File: config.mk
export PLATFORM = sky130hd
export DESIGN_NAME = sevseg_updown_counter
export DESIGN_NICKNAME = d
export VERILOG_FILES = /design/src/rtl/sevseg_updown_counter.sv
export SDC_FILE = /design/constraint.sdc
export NUM_CORES = 1
export LEC_CHECK = 0
export CAP_MARGIN = 20
export CORE_MARGIN = 4
export CORE_UTILIZATION = 36
export CTS_CLUSTER_DIAMETER = 50
export DETAILED_ROUTE_END_ITERATION = 10
export PLACE_DENSITY = 0.51
export SLEW_MARGIN = 15
export SYNTH_ARGS = -nofsm -noshare
export SYNTH_HDL_FRONTEND = slang
export SYNTH_SLANG_ARGS = --single-unit
File: constraint.sdc
create_clock -name clock_50Mhz -period 4.7 [get_ports clock_50Mhz]
set_input_delay 0.94 -clock clock_50Mhz [delete_from_list [all_inputs] [get_ports clock_50Mhz]]
set_output_delay 0.94 -clock clock_50Mhz [all_outputs]
set_load 0.01 [all_outputs]
File: src/rtl/sevseg_updown_counter.sv
// Two debounced push-buttons drive a BCD up/down counter that is time-multiplexed
// onto a common-anode 7-segment display with optional leading-zero blanking.
module sevseg_updown_counter #(
    parameter int NUM_DIGITS      = 4,
    parameter int DEBOUNCE_CYCLES = 1000000,
    parameter int REFRESH_BITS    = 18,
    parameter int WRAP_MODE       = 1,
    parameter int BLANK_LZ        = 1
) (
    input  logic                      clock_50Mhz,
    input  logic                      reset,
    input  logic                      btn_up,
    input  logic                      btn_down,
    output logic [4*NUM_DIGITS-1:0]   count_bcd,
    output logic                      tc_pulse,
    output logic [NUM_DIGITS-1:0]     Anode_Activate,
    output logic [6:0]                LED_SEG
);

    localparam int DB_W = $clog2(DEBOUNCE_CYCLES + 1);
    localparam logic [DB_W-1:0] DB_LAST = DB_W'(DEBOUNCE_CYCLES - 1);
    localparam int IDX_W = (NUM_DIGITS > 1) ? $clog2(NUM_DIGITS) : 1;
    localparam logic [IDX_W-1:0] IDX_TOP = IDX_W'(NUM_DIGITS - 1);

    typedef enum logic {RELEASED, PRESSED} db_state_t;

    logic [1:0] btn_raw;
    logic [1:0] btn_event;   // bit 0 = up, bit 1 = down

    assign btn_raw = {btn_down, btn_up};

    for (genvar b = 0; b < 2; b++) begin : g_btn
        logic            sync_meta, sync_q;
        db_state_t       state, state_nxt;
        logic [DB_W-1:0] stable_cnt, stable_cnt_nxt;
        logic            event_q, event_nxt;

        always_ff @(posedge clock_50Mhz or negedge reset) begin
            if (!reset) begin
                sync_meta  <= 1'b1;
                sync_q     <= 1'b1;
                state      <= RELEASED;
                stable_cnt <= '0;
                event_q    <= 1'b0;
            end else begin
                sync_meta  <= btn_raw[b];
                sync_q     <= sync_meta;
                state      <= state_nxt;
                stable_cnt <= stable_cnt_nxt;
                event_q    <= event_nxt;
            end
        end

        // Counter tracks the run length of the level opposite to the accepted state.
        always_comb begin
            state_nxt      = state;
            stable_cnt_nxt = '0;
            event_nxt      = 1'b0;
            case (state)
                RELEASED: begin
                    if (!sync_q) begin
                        if (stable_cnt == DB_LAST) begin
                            state_nxt = PRESSED;
                            event_nxt = 1'b1;
                        end else begin
                            stable_cnt_nxt = stable_cnt + 1'b1;
                        end
                    end
                end
                PRESSED: begin
                    if (sync_q) begin
                        if (stable_cnt == DB_LAST) begin
                            state_nxt = RELEASED;
                        end else begin
                            stable_cnt_nxt = stable_cnt + 1'b1;
                        end
                    end
                end
                default: state_nxt = RELEASED;
            endcase
        end

        assign btn_event[b] = event_q;
    end

    logic [4*NUM_DIGITS-1:0] count_nxt;
    logic                    tc_nxt;
    logic                    all_nine, all_zero, carry;

    always_comb begin
        count_nxt = count_bcd;
        tc_nxt    = 1'b0;
        all_nine  = 1'b1;
        all_zero  = 1'b1;
        carry     = 1'b1;
        for (int unsigned k = 0; k < NUM_DIGITS; k++) begin
            if (count_bcd[4*k +: 4] != 4'd9) all_nine = 1'b0;
            if (count_bcd[4*k +: 4] != 4'd0) all_zero = 1'b0;
        end
        if (btn_event[0] && !btn_event[1]) begin
            if (all_nine) begin
                tc_nxt = 1'b1;
                if (WRAP_MODE != 0) count_nxt = '0;
            end else begin
                for (int unsigned k = 0; k < NUM_DIGITS; k++) begin
                    if (carry) begin
                        if (count_bcd[4*k +: 4] == 4'd9) begin
                            count_nxt[4*k +: 4] = 4'd0;
                        end else begin
                            count_nxt[4*k +: 4] = count_bcd[4*k +: 4] + 4'd1;
                            carry = 1'b0;
                        end
                    end
                end
            end
        end else if (btn_event[1] && !btn_event[0]) begin
            if (all_zero) begin
                tc_nxt = 1'b1;
                if (WRAP_MODE != 0) begin
                    for (int unsigned k = 0; k < NUM_DIGITS; k++) count_nxt[4*k +: 4] = 4'd9;
                end
            end else begin
                for (int unsigned k = 0; k < NUM_DIGITS; k++) begin
                    if (carry) begin
                        if (count_bcd[4*k +: 4] == 4'd0) begin
                            count_nxt[4*k +: 4] = 4'd9;
                        end else begin
                            count_nxt[4*k +: 4] = count_bcd[4*k +: 4] - 4'd1;
                            carry = 1'b0;
                        end
                    end
                end
            end
        end
    end

    always_ff @(posedge clock_50Mhz or negedge reset) begin
        if (!reset) begin
            count_bcd <= '0;
            tc_pulse  <= 1'b0;
        end else begin
            count_bcd <= count_nxt;
            tc_pulse  <= tc_nxt;
        end
    end

    logic [REFRESH_BITS-1:0] refresh_cnt;
    logic [IDX_W-1:0]        scan_idx;
    logic [3:0]              sel_nibble;
    logic                    sel_blank;
    logic [NUM_DIGITS-1:0]   anode_nxt;
    logic [6:0]              seg_nxt;

    function automatic logic [6:0] seg_decode(input logic [3:0] v);
        case (v)
            4'd0:    seg_decode = 7'b1000000;
            4'd1:    seg_decode = 7'b1111001;
            4'd2:    seg_decode = 7'b0100100;
            4'd3:    seg_decode = 7'b0110000;
            4'd4:    seg_decode = 7'b0011001;
            4'd5:    seg_decode = 7'b0010010;
            4'd6:    seg_decode = 7'b0000010;
            4'd7:    seg_decode = 7'b1111000;
            4'd8:    seg_decode = 7'b0000000;
            4'd9:    seg_decode = 7'b0010000;
            default: seg_decode = 7'b1111111;
        endcase
    endfunction

    // A digit is a leading zero when it and everything above it are zero.
    always_comb begin
        sel_nibble = '0;
        sel_blank  = 1'b0;
        anode_nxt  = '1;
        for (int unsigned k = 0; k < NUM_DIGITS; k++) begin
            if (scan_idx == IDX_W'(k)) begin
                anode_nxt[k] = 1'b0;
                sel_nibble   = count_bcd[4*k +: 4];
                sel_blank    = (BLANK_LZ != 0) && (k != 0) && ((count_bcd >> (4*k)) == '0);
            end
        end
        seg_nxt = sel_blank ? 7'b1111111 : seg_decode(sel_nibble);
    end

    always_ff @(posedge clock_50Mhz or negedge reset) begin
        if (!reset) begin
            refresh_cnt    <= '0;
            scan_idx       <= IDX_TOP;
            Anode_Activate <= '1;
            LED_SEG        <= 7'b1111111;
        end else begin
            refresh_cnt    <= refresh_cnt + 1'b1;
            if (&refresh_cnt) begin
                scan_idx <= (scan_idx == '0) ? IDX_TOP : scan_idx - 1'b1;
            end
            Anode_Activate <= anode_nxt;
            LED_SEG        <= seg_nxt;
        end
    end

endmodule

==> results.toml <==
[cts]
clk-insertion-delay-late_ns = 0.34
cts_sinks = 96
cts-hold-fix-buffers = 0
tritoncts = "done"
post_cts_resize_count = 0
clock_tree.buffer_depth = 2
numCtsBuffers = 9
root_buffer = "sky130_fd_sc_hd__clkbuf_16"
post_cts_buffers = 0
worst_setup_hold_path_clk_slew_ns = 0.07
htreeDepth = 3

[floorplanning]
die_h_um = 130
die_w_um = 130
cell_row_count = 44
die-area_mm2 = 0.0169
design.portCount = 32
initial_core_util = 0.369
core_area_mm2 = 0.0145

[drt]
routedWlPerCell_um = 15.8
ant_nets = 0
routed-via-count = 4228
drt_first_iter_violations = 254
postRouteWirelength_um = 12000
avgViaCountPerCell = 5.59
drtPass1Iterations = 4
drc_errors_left = 0

[synthesis]
ys_seq_elements = 96
synth.cells.most_frequent = "sky130_fd_sc_hd__dfrtp_1, sky130_fd_sc_hd__nor2_1, sky130_fd_sc_hd__inv_1, sky130_fd_sc_hd__nand3_1, sky130_fd_sc_hd__nand2_1"
synthesis.area_mm2 = 0.00536
avgSynthCellArea_um2 = 9.84
async_reset_ff_frac = 1.00
syn-instance-count = 545
post_synth_main_area_contributors = "sky130_fd_sc_hd__dfrtp_1, sky130_fd_sc_hd__dfstp_2, sky130_fd_sc_hd__ha_1"
synthesis.nets = 571
synth_warnings = 0
synth-edff-count = 0
seq_area_frac_synth = 0.452
synth.most_common_cell = "sky130_fd_sc_hd__dfrtp_1"
synth_top_cell_area_share = 0.369
yosys.cell_types.count = 67
synth.largest_area_cell = "sky130_fd_sc_hd__dfrtp_1"
ys.flop_type = "sky130_fd_sc_hd__dfrtp_1"

[worst_setup_path]
cp-endpoint = "count_bcd[12]"
ff2ff_setup_slack_ns = 2.13
crit_path_dat_ns = 2.80
cp-start-kind = "register"
critPathLaunch = "count_bcd[4]"
crit_type = "register to register"
rr_endpoint = "count_bcd[12]"
slowest_stage = "sky130_fd_sc_hd__or4_4"
timing.critical_path.buf_inv = 1
critical_path_required_ns = 4.93
critPathMaxFanout = 11
timing.critical_path.max_delay_family = "simple AND/OR/NAND/NOR gates"
timing.critical_path.to_type = "register"
rr_startpoint = "count_bcd[4]"
cells_along_the_critical_path = "inv_1, ha_1, or3b_4, or4_4, a221o_1, mux2_2"
path_depth = 6
crit_path_max_incr_delay_ns = 0.54
worstRegToRegCells = 6

[global_routing]
first_global_vias = 3982
grt_antenna_before_repair = 0
grt_overflow_total = 0
globalRouteTotalUtil = 0.149
maximum_number_of_pins_on_one_net_before_global_route_repair = 72
wire_length_of_the_first_global_routing_pass_um = 20200

[sta]
timing.final.ws_setup_ns = 2.13
finClkSkew_ns = 0.00832
finalMaxSlewViolations = 0
timing.setup.tns_ns = 0
finalCritPeriodShare = 0.546
max_slew_margin = 0.387
grt_setup_unrepaired = "no"
fmaxAchievable_ghz = 0.390
finalHoldViolCount = 0
final_period_minus_worst_setup_slack_ns = 2.57
setup-violations-final = 0
worst_pin_slew_ns = 0.920

[placement]
hpwl_after_dpl_um = 8320
io_buffer_count = 31
placedCellCount = 740
dp_slack_ns = 2.17
placed_area_mm2 = 0.00582
gp_congestion = 0.848

[hold_path]
hp-class = "register to register"
worstHoldPathCells = 0

[final_layout]
flow.area_growth_from_synthesis_pct = 14.4
final_area_mm2 = 0.00613
post_route_cells_drive_above_1_share = 0.0839
n_antenna_cell = 0
num-fill-cells = 1422
num-nets-final = 593
finalNonFillerCells = 756

[flow_run]
timing.max_cap.violations = 0

[power]
power.density_mw_per_mm2 = 265
total_leakage_power_nw = 2.54
power.ir.vdd_worst_uv = 162
post_layout_power_mw = 1.63

[run_status]
status = "completed"
## metal layers
layer / up-vias / GRT usage / routed length, µm
met2: 65 / 0.232 / 5540
met4: 0 / 0.0678 / 308
met5: - / 0 / 0
met1: 2092 / 0.207 / 5810
li1: 2050 / - / -
met3: 21 / 0.0205 / 314
## power breakdown
part | leakage [nW] | internal (mW) | switching, mW | total (mW)
logic | 1.13 | 0.00824 | 0.0250 | 0.0332
registers | 1.26 | 0.834 | 0.00571 | 0.840
clock network | 0.148 | 0.440 | 0.314 | 0.753
## cell type report
class,instances,area (µm²),area share
multi-input cells,396,2730,0.445
flip-flops and latches,96,2420,0.395
clock inverters,5,55.1,0.00898
clock buffers,11,253,0.0412
well taps,184,230,0.0376
inverters,30,113,0.0184
repair buffers,34,330,0.0539
## state kept, by name, summed over array words and instances, names as in the netlist, named ones only
register          cells
count_bcd            16
g_btn.event_q         2
g_btn.stable_cnt     40
Anode_Activate        4
LED_SEG               7
scan_idx              2
tc_pulse              1
refresh_cnt          18
g_btn.sync_meta       2
g_btn.sync_q          2
## logic make-up (layout without fill, tap and decap cells)
logic type               after synthesis  in the layout  synth area share
AND/OR/NAND/NOR                      208            208             0.219
AO/OA/AOI/OAI                        113            113             0.149
flip-flops                            96             96             0.452
buffers and inverters                 53             80            0.0394
XOR/XNOR                              43             43            0.0702
adder cells (fa/ha/maj)               22             22            0.0513
multiplexers                          10             10            0.0194
## metrics by stage
step                utilization  hold slack (ns)
floorplan                     -            0.345
global placement          0.401            0.346
detailed placement        0.401            0.349
CTS                       0.422            0.359
global route              0.422            0.361
finish                    0.422            0.358
## worst min-delay path by stage
stage	slack (ns)	endpoint	startpoint
5_1_grt	0.36	g_btn[1].sync_q	g_btn[1].sync_meta
4_1_cts	0.36	g_btn[1].sync_q	g_btn[1].sync_meta
6_report	0.36	g_btn[1].sync_q	g_btn[1].sync_meta
3_3_place_gp	0.35	g_btn[0].sync_q	g_btn[0].sync_meta
2_1_floorplan	0.35	g_btn[0].sync_q	g_btn[0].sync_meta
3_5_place_dp	0.35	g_btn[1].sync_q	g_btn[1].sync_meta
## placed cells by master (no fill, tap or decap), types with 7 or more instances in the layout
cell and n:
sky130_fd_sc_hd__dfrtp_1 79, sky130_fd_sc_hd__nand3b_1 8, sky130_fd_sc_hd__clkbuf_16 9, sky130_fd_sc_hd__a31oi_1 7, sky130_fd_sc_hd__nor3_1 12, sky130_fd_sc_hd__inv_1 30
sky130_fd_sc_hd__clkdlybuf4s50_1 30, sky130_fd_sc_hd__o21ai_0 16, sky130_fd_sc_hd__xnor2_1 20, sky130_fd_sc_hd__nor3b_1 8, sky130_fd_sc_hd__nor2_1 45, sky130_fd_sc_hd__and3_1 13
sky130_fd_sc_hd__nand4_1 17, sky130_fd_sc_hd__a211oi_1 8, sky130_fd_sc_hd__nand3_1 27, sky130_fd_sc_hd__dfstp_2 17, sky130_fd_sc_hd__ha_1 22, sky130_fd_sc_hd__mux2i_1 7
sky130_fd_sc_hd__xor2_1 23, sky130_fd_sc_hd__o31ai_1 9, sky130_fd_sc_hd__or4_1 8, sky130_fd_sc_hd__nand2_1 24, sky130_fd_sc_hd__a21oi_1 23
No activity file was read; power rests on OpenSTA's default activity.
